**src/rtl/mbscore_ifetch_if.sv**
```systemverilog
// Instruction memory read bus between the fetch unit (master) and the
// instruction memory (slave).
//   mem_req   master->slave  read request, held until mem_ack
//   mem_addr  master->slave  word-aligned read address
//   mem_ack   slave->master  read complete; rdata/err valid this cycle
//   mem_rdata slave->master  read data
//   mem_err   slave->master  bus error, qualified by mem_ack
interface mbscore_ifetch_if #(
  parameter int ADDR_WIDTH = 32,
  parameter int DATA_WIDTH = 32
);
  logic                  mem_req;
  logic [ADDR_WIDTH-1:0] mem_addr;
  logic                  mem_ack;
  logic [DATA_WIDTH-1:0] mem_rdata;
  logic                  mem_err;

  modport master (
    output mem_req, mem_addr,
    input  mem_ack, mem_rdata, mem_err
  );

  modport slave (
    input  mem_req, mem_addr,
    output mem_ack, mem_rdata, mem_err
  );
endinterface

```
**src/rtl/mbscore_ifetch.sv**
```systemverilog
// MBS core instruction fetch unit.
// Takes a PC + fetch request, runs a req/ack read on the instruction bus
// (wait states, timeout, bus-error and misalignment detection) and delivers
// the word to the instruction register with a one-cycle ir_ack strobe.
// Ports:
//   clk, rst          core clock, async active-high reset
//   fetch_en, pc_in   fetch request and address (sampled in IDLE only)
//   flush             redirect: discard the outstanding fetch result
//   fault_clr         clear sticky fault, return to IDLE
//   mem               instruction bus (master side)
//   inst_out, ir_ack  delivered instruction and its one-cycle strobe
//   busy              high while a bus request is outstanding (REQ/DROP)
//   fault, fault_code sticky fault: 01 misaligned, 10 timeout, 11 bus error
module mbscore_ifetch #(
  parameter int ADDR_WIDTH = 32,
  parameter int DATA_WIDTH = 32,
  parameter int TIMEOUT    = 255
) (
  input  logic                  clk,
  input  logic                  rst,
  input  logic                  fetch_en,
  input  logic [ADDR_WIDTH-1:0] pc_in,
  input  logic                  flush,
  input  logic                  fault_clr,
  mbscore_ifetch_if.master      mem,
  output logic [DATA_WIDTH-1:0] inst_out,
  output logic                  ir_ack,
  output logic                  busy,
  output logic                  fault,
  output logic [1:0]            fault_code
);

  localparam int CW = $clog2(TIMEOUT + 1);
  localparam logic [CW-1:0] TO_VAL = CW'(TIMEOUT);

  localparam logic [1:0] S_IDLE  = 2'd0;
  localparam logic [1:0] S_REQ   = 2'd1;
  localparam logic [1:0] S_DROP  = 2'd2;
  localparam logic [1:0] S_FAULT = 2'd3;

  localparam logic [1:0] FC_NONE  = 2'b00;
  localparam logic [1:0] FC_ALIGN = 2'b01;
  localparam logic [1:0] FC_TOUT  = 2'b10;
  localparam logic [1:0] FC_BUS   = 2'b11;

  logic [1:0]    state;
  logic [CW-1:0] cnt;
  logic [CW-1:0] cnt_nxt;
  logic          tout;

  // Saturating count of unacknowledged request cycles including this one;
  // reaching TIMEOUT means this was the TIMEOUT-th unacked cycle.
  assign cnt_nxt = (cnt == TO_VAL) ? cnt : cnt + CW'(1);
  assign tout    = (cnt_nxt == TO_VAL);

  always_ff @(posedge clk or posedge rst) begin
    if (rst) begin
      state        <= S_IDLE;
      cnt          <= '0;
      mem.mem_req  <= 1'b0;
      mem.mem_addr <= '0;
      inst_out     <= '0;
      ir_ack       <= 1'b0;
      busy         <= 1'b0;
      fault        <= 1'b0;
      fault_code   <= FC_NONE;
    end else begin
      ir_ack <= 1'b0;
      case (state)
        S_IDLE: begin
          // flush is meaningless here; a concurrent fetch_en is accepted
          if (fetch_en) begin
            if (pc_in[1:0] == 2'b00) begin
              mem.mem_addr <= pc_in;
              cnt          <= '0;
              mem.mem_req  <= 1'b1;
              busy         <= 1'b1;
              state        <= S_REQ;
            end else begin
              fault      <= 1'b1;
              fault_code <= FC_ALIGN;
              state      <= S_FAULT;
            end
          end
        end

        S_REQ: begin
          if (mem.mem_ack) begin
            mem.mem_req <= 1'b0;
            busy        <= 1'b0;
            // A redirect makes the result irrelevant, including its error.
            if (flush) begin
              state <= S_IDLE;
            end else if (mem.mem_err) begin
              fault      <= 1'b1;
              fault_code <= FC_BUS;
              state      <= S_FAULT;
            end else begin
              inst_out <= mem.mem_rdata;
              ir_ack   <= 1'b1;
              state    <= S_IDLE;
            end
          end else begin
            cnt <= cnt_nxt;
            if (tout) begin
              mem.mem_req <= 1'b0;
              busy        <= 1'b0;
              fault       <= 1'b1;
              fault_code  <= FC_TOUT;
              state       <= S_FAULT;
            end else if (flush) begin
              // Request stays up until acked; DROP swallows the response.
              state <= S_DROP;
            end
          end
        end

        S_DROP: begin
          if (mem.mem_ack) begin
            mem.mem_req <= 1'b0;
            busy        <= 1'b0;
            state       <= S_IDLE;
          end else begin
            cnt <= cnt_nxt;
            if (tout) begin
              mem.mem_req <= 1'b0;
              busy        <= 1'b0;
              fault       <= 1'b1;
              fault_code  <= FC_TOUT;
              state       <= S_FAULT;
            end
          end
        end

        default: begin // S_FAULT
          if (fault_clr) begin
            fault      <= 1'b0;
            fault_code <= FC_NONE;
            state      <= S_IDLE;
          end
        end
      endcase
    end
  end

endmodule

```
**src/flat_wrapper.sv**
```systemverilog
// flat-port wrapper written by rule: the top's interface ports become plain ports
module mbscore_ifetch_flat 
#(
  parameter int ADDR_WIDTH = 32,
  parameter int DATA_WIDTH = 32,
  parameter int TIMEOUT    = 255
)
  (clk, rst, fetch_en, pc_in, flush, fault_clr, inst_out, ir_ack, busy, fault, fault_code, mem_mem_req, mem_mem_addr, mem_mem_ack, mem_mem_rdata, mem_mem_err);
  mbscore_ifetch_if #(.ADDR_WIDTH(ADDR_WIDTH), .DATA_WIDTH(DATA_WIDTH)) mem_i ();
  input  logic clk;
  input  logic rst;
  input  logic fetch_en;
  input  logic [ADDR_WIDTH-1:0] pc_in;
  input  logic flush;
  input  logic fault_clr;
  output logic [DATA_WIDTH-1:0] inst_out;
  output logic ir_ack;
  output logic busy;
  output logic fault;
  output logic [1:0] fault_code;
  output wire logic [$bits(mem_i.mem_req)-1:0] mem_mem_req;
  output wire logic [$bits(mem_i.mem_addr)-1:0] mem_mem_addr;
  input wire logic [$bits(mem_i.mem_ack)-1:0] mem_mem_ack;
  input wire logic [$bits(mem_i.mem_rdata)-1:0] mem_mem_rdata;
  input wire logic [$bits(mem_i.mem_err)-1:0] mem_mem_err;
  assign mem_mem_req = mem_i.mem_req;
  assign mem_mem_addr = mem_i.mem_addr;
  assign mem_i.mem_ack = mem_mem_ack;
  assign mem_i.mem_rdata = mem_mem_rdata;
  assign mem_i.mem_err = mem_mem_err;
  mbscore_ifetch #(.ADDR_WIDTH(ADDR_WIDTH), .DATA_WIDTH(DATA_WIDTH), .TIMEOUT(TIMEOUT)) u_core (.clk(clk), .rst(rst), .fetch_en(fetch_en), .pc_in(pc_in), .flush(flush), .fault_clr(fault_clr), .mem(mem_i), .inst_out(inst_out), .ir_ack(ir_ack), .busy(busy), .fault(fault), .fault_code(fault_code));
endmodule
```
**config.mk**
```make
export PLATFORM = sky130hd
export DESIGN_NAME = mbscore_ifetch_flat
export DESIGN_NICKNAME = d
export VERILOG_FILES = /design/src/rtl/mbscore_ifetch_if.sv /design/src/rtl/mbscore_ifetch.sv /design/src/flat_wrapper.sv
export SDC_FILE = /design/constraint.sdc
export NUM_CORES = 1
export LEC_CHECK = 0
export BUFFER_PORTS_ARGS = -buffer_cell sky130_fd_sc_hd__buf_2
export CAP_MARGIN = 15
export CORE_ASPECT_RATIO = 1.4
export CORE_MARGIN = 1.5
export CORE_UTILIZATION = 43
export DETAILED_ROUTE_END_ITERATION = 8
export PLACE_DENSITY = 0.76
export SETUP_SLACK_MARGIN = 0.1
export SLEW_MARGIN = 20
export SYNTH_ARGS = -nofsm -noshare
export SYNTH_HDL_FRONTEND = slang
export SYNTH_SLANG_ARGS = --single-unit
```
**constraint.sdc**
```tcl
create_clock -name clk -period 2.4 [get_ports clk]
set_input_delay 0.36 -clock clk [delete_from_list [all_inputs] [get_ports clk]]
set_output_delay 0.36 -clock clk [all_outputs]
set_load 0.02 [all_outputs]
```
### Yosys cells after proc, flatten, opt, wreduce, memory -nomap -nowiden

Index checks and enable logic that the tools add are counted.

| operators by class | value |
|---|---|
| bitwise gates (word level) | 2 |
| multiplexer cells | 42 |
| reduce and logical (&&, ||, !) cells | 11 |
| eq/ne operators | 14 |
| add/sub/neg operators | 1 |

Operators with widths:

| cell | count |
|---|---|
| $mux 2 | 17 |
| $mux 8 | 4 |
| $eq 8x8->1 const B | 2 |
| $mux 1 | 16 |
| $pmux 8 s2 | 1 |
| $reduce_and 4->1 | 4 |
| $pmux 2 s3 | 2 |
| $add 8x1->8 const B | 1 |
| $ne 2x2->1 const B | 4 |
| $ne 3x3->1 const B | 2 |
| $reduce_and 6->1 | 1 |
| $logic_not 2->1 | 2 |
| $ne 4x3->1 const B | 1 |
| $reduce_bool 4->1 | 1 |
| $ne 3x1->1 const B | 1 |
| $ne 3x2->1 const B | 1 |
| $pmux 1 s3 | 1 |
| $reduce_and 3->1 | 1 |
| $eq 2x1->1 const B | 1 |
| $eq 2x2->1 const B | 1 |
| $ne 2x1->1 const B | 1 |
| $not 1->1 | 2 |
| $pmux 1 s2 | 1 |
| $reduce_bool 2->1 | 1 |
| $reduce_or 2->1 | 1 |

| storage, ports and cells | value |
|---|---|
| output and inout port bits | 70 |
| register bits after elaboration | 79 |
| bits of input ports | 71 |

### Logic depth before layout (Yosys ltp)

| logic depth | value |
|---|---|
| depth in word-level cells | 6 |
| mapped depth | 8 |
| mapped depth without buffers | 7 |

### Least setup slack after synthesis

Ideal clock, no wire load.

| path | value |
|---|---|
| path type | register -> register |
| start | register u_core.cnt[0] |
| end | register u_core.state[1] |
| setup slack | 0.296 ns |
| cell stages (with the launch flop) | 8 |
| arrival time | 1.979 ns |
| required time | 2.275 ns |
| cell sequence | dfrtp_1 > ha_1 > nand4_2 > or2_1 > o22a_1 > nor3_2 > o31a_2 > mux2_2 |

| between the ends | value |
|---|---|
| word-level cells in the longest chain between the ends | 6 |
| elaborated cells between the ends (all ways) | 10 |
| those cells by class | add/sub: 1; eq/ne: 4; mux: 4; reduce/logical: 1 |

RTL lines:

| what | line | text |
|---|---|---|
| start: declaration | mbscore_ifetch.sv:47 | `logic [CW-1:0] cnt;` |
| start signal: assignment | mbscore_ifetch.sv:104 | `cnt <= cnt_nxt;` |
| start signal: assignment | mbscore_ifetch.sv:124 | `cnt <= cnt_nxt;` |
| $add 8x1->8 / $eq 8x8->1 (equally long branches) | mbscore_ifetch.sv:53 | `assign cnt_nxt = (cnt == TO_VAL) ? cnt : cnt + CW'(1);` |
| $mux 8 * | mbscore_ifetch.sv:53 |  |
| $eq 8x8->1 * | mbscore_ifetch.sv:54 | `assign tout = (cnt_nxt == TO_VAL);` |
| $mux 2 | mbscore_ifetch.sv:105 | `if (tout) begin` |
| $mux 2 | mbscore_ifetch.sv:88 | `if (mem.mem_ack) begin` |
| $pmux 2 s3 | mbscore_ifetch.sv:69 | `case (state)` |
| end signal: assignment | mbscore_ifetch.sv:58 | `state <= S_IDLE;` |
| end signal: assignment | mbscore_ifetch.sv:93 | `state <= S_IDLE;` |
| end signal: assignment | mbscore_ifetch.sv:110 | `state <= S_FAULT;` |
| end: declaration | mbscore_ifetch.sv:46 | `logic [1:0] state;` |

Mark *: on every way between the ends. The rest lies on a longest branch, timed or not.
A chain may end at the register's enable or synchronous reset.

### Worst setup path after layout

Same ends and word-level chain as after synthesis.

==> run_results.csv <==
group,metric,value,unit
status,status,"finished clean",
yosys,ys_seq_elements,79,
clock_network,root_buffer,"clkbuf_8",
yosys,syn_inst,252,
clock_network,clk_latency,0.34,ns
worst_setup_path,reg2reg_slack,0.24,ns
yosys,ys.flop_type,"dfrtp_1",
drt,dr.pass1.iters,4,
worst_setup_path,cp_data_required_time,2.63,ns
yosys,synth_common_cells,"dfrtp_1, mux2_2, a21oi_1, nand2_1",
worst_setup_path,end_kind,"flop",
pwr,p_leak,2.18,nW
finish,syn_to_final_growth,32.4,%
global_route,grt_use_total,18.3,%
global_route,overflow,0,
yosys,seq_area_frac_synth,59.0,%
clock_network,cts_tree,"yes",
drt,vias_per_cell,5.04,
worst_setup_path,critPathArrivalTime,2.39,ns
yosys,yosysTopAreaCell,"dfrtp_1",
worst_hold_path,min-delay-path-class,"in2async",
pwr,ir_drop,670,µV
sta,setup_violations,0,
worst_setup_path,reg2reg_to,"u_core.state[1]",
floorplanning,initial_utilization,44.9,%
sta,skew,0.00719,ns
yosys,synthArstFlopShare,100,%
sta,finalHoldViolCount,0,
finish,final_core_util,59.5,%
job,cap_violations,0,
sta,rsz0062_at_grt,"false",
finish,finalNetCount,472,
placed_design,pre_cts_slack,0.107,ns
sta,fin_ws,0.242,ns
yosys,synth_edf_count,0,
finish,nFillCells,614,
placed_design,placed_cell_area,4190,µm²
clock_network,post_cts_buffers,0,
floorplanning,io-pin-count,141,
drt,vias,2510,
floorplanning,die_area,8330,µm²
yosys,syn-num-nets,328,
worst_setup_path,crit_start,"u_core.cnt[0]",
floorplanning,die_w,77.6,µm
yosys,synth_area_leaders,"dfrtp_1, mux2_2, a21oi_1",
worst_setup_path,timing.rr.start,"u_core.cnt[0]",
sta,slew_viol_final,0,
drt,drt_iter0_markers,107,
worst_setup_path,critPathMaxFanout,6,
finish,num_antenna_cells,0,
sta,fmax,463,MHz
clock_network,cts_max_level,3,
global_route,grt_pass1_wl,11.9,mm
pwr,power,6.01,mW
clock_network,cts.sink_count,79,
clock_network,path_clk_slew,0.08,ns
yosys,synth_top_area_share,59.0,%
drt,wl,7.22,mm
placed_design,dp_hpwl,5.29,mm
placed_design,portBuffers,140,
sta,finalSetupTns,0,ns
yosys,netlist_area,3350,µm²
yosys,synth_cell_types,40,
worst_setup_path,worstSetupStartpointType,"flop",
yosys,synth_most_common_cell,"dfrtp_1",
global_route,antenna_found_initial,0,
floorplanning,coreArea,7450,µm²
finish,drive_above_1_share,58.9,%
sta,post-route-min-period,2.16,ns
drt,ant_nets,0,
finish,final_cell_area,4430,µm²
global_route,grt_pass1_vias,2615,
drt,drc,0,
sta,tightest_slew,0.562,ns
worst_setup_path,rr_worst_depth,7,
pwr,power_density,1360,nW/µm²
worst_setup_path,critPathKind,"reg2reg",
sta,post-route-period-util,89.9,%
yosys,yosysWarnings,0,
yosys,postSynthAreaPerCell,13.3,µm²
global_route,grt_max_degree,45,
worst_setup_path,cp-endpoint,"u_core.state[1]",
drt,post_drt_wl_per_cell,14.5,µm
clock_network,cts_buffers,9,
floorplanning,fp-row-count,37,
sta,slew_headroom,62.5,%
floorplanning,dieHeight,107,µm
placed_design,globalplace.congestion,0.892,
clock_network,cts_buffer_depth,2,
## final cells by class
| type | instances | area (µm²) | share of cell area, % |
|---|---|---|---|
| Clock inverter | 6 | 109 | 2.46 |
| Sequential cell | 79 | 1980 | 44.6 |
| Clock buffer | 10 | 128 | 2.88 |
| Multi-Input combinational cell | 153 | 1300 | 29.3 |
| Timing Repair Buffer | 145 | 763 | 17.2 |
| Tap cell | 97 | 121 | 2.74 |
| Inverter | 8 | 33.8 | 0.762 |
## metrics by stage
step                hold WS (ns)  cells
detailed placement         0.485    482
global route               0.174    498
finish                     0.136    498
floorplan                  0.512    252
CTS                        0.129    498
global placement           0.477    482
## critical path, cell delays in order, from the launching register on
cell	delay [ns]
dfrtp_2	0.41
ha_2	0.25
nand4_2	0.15
or2_1	0.29
o22a_1	0.26
nor3_4	0.16
o31a_2	0.19
mux2_2	0.33
## power by group
group	total (mW)	internal, mW	switching (mW)
Combinational	2.64	1.11	1.53
Sequential	2.21	1.92	0.291
Clock	1.15	0.689	0.463
Total	6.01	3.72	2.29
## registers in the layout (all words and copies together), names as in the netlist
| signal | count |
|---|---|
| u_core.inst_out | 32 |
| u_core.cnt | 8 |
| u_core.fault_code | 2 |
| u_core.mem.mem_addr | 32 |
| u_core.state | 2 |
| u_core.ir_ack | 1 |
| u_core.mem.mem_req | 1 |
| u_core.fault | 1 |
## kinds of logic (layout without fill, tap and decap cells)
family	after synthesis	count (layout)	share of synthesized area, %
multiplexers	64	64	21.5
adder cells (fa/ha/maj)	5	5	1.87
XOR/XNOR	1	1	0.262
buffers and inverters	20	169	2.62
AND/OR/NAND/NOR	38	38	5.94
flip-flops	79	79	59.0
AO/OA/AOI/OAI	45	45	8.78
## how the worst min path moves through the flow
stage,endpoint,slack (ns),from
finish,u_core.inst_out[16],0.14,rst
global route,u_core.inst_out[29],0.17,rst
CTS,u_core.inst_out[13],0.13,rst
detailed placement,u_core.fault_code[1],0.49,u_core.fault_code[1]
global placement,u_core.mem.mem_addr[1],0.48,u_core.mem.mem_addr[1]
floorplan,u_core.inst_out[10],0.51,mem_mem_rdata[10]
## cells in the final DEF (no fill, tap or decap), drive strengths merged, types with 3 or more instances in the layout
master	n
nor3	4
o21ai	8
o31ai	3
dfrtp	79
a31oi	3
ha	5
o22a	3
nand2	13
clkinv	3
nand3	4
bufinv	3
mux2	63
buf	145
inv	7
nor2	8
a21oi	16
clkbuf	10
## what timing repair did
item                                    CTS  global route
gates resized for setup                   1             2
hold buffers                              0             0
endpoints found under the setup margin    1             1
pin swaps                                 0             1
endpoints found under the hold margin     0             0
## routing by layer
layer | vias up | global-route usage, % | part of all wire [%]
met5 | - | 0 | 0
met4 | 0 | 9.48 | 2.1
met3 | 13 | 3.90 | 5.3
met2 | 82 | 32.2 | 55
met1 | 1229 | 20.8 | 38
li1 | 1186 | - | -
Note: power is estimated with default switching activity, not from simulation.
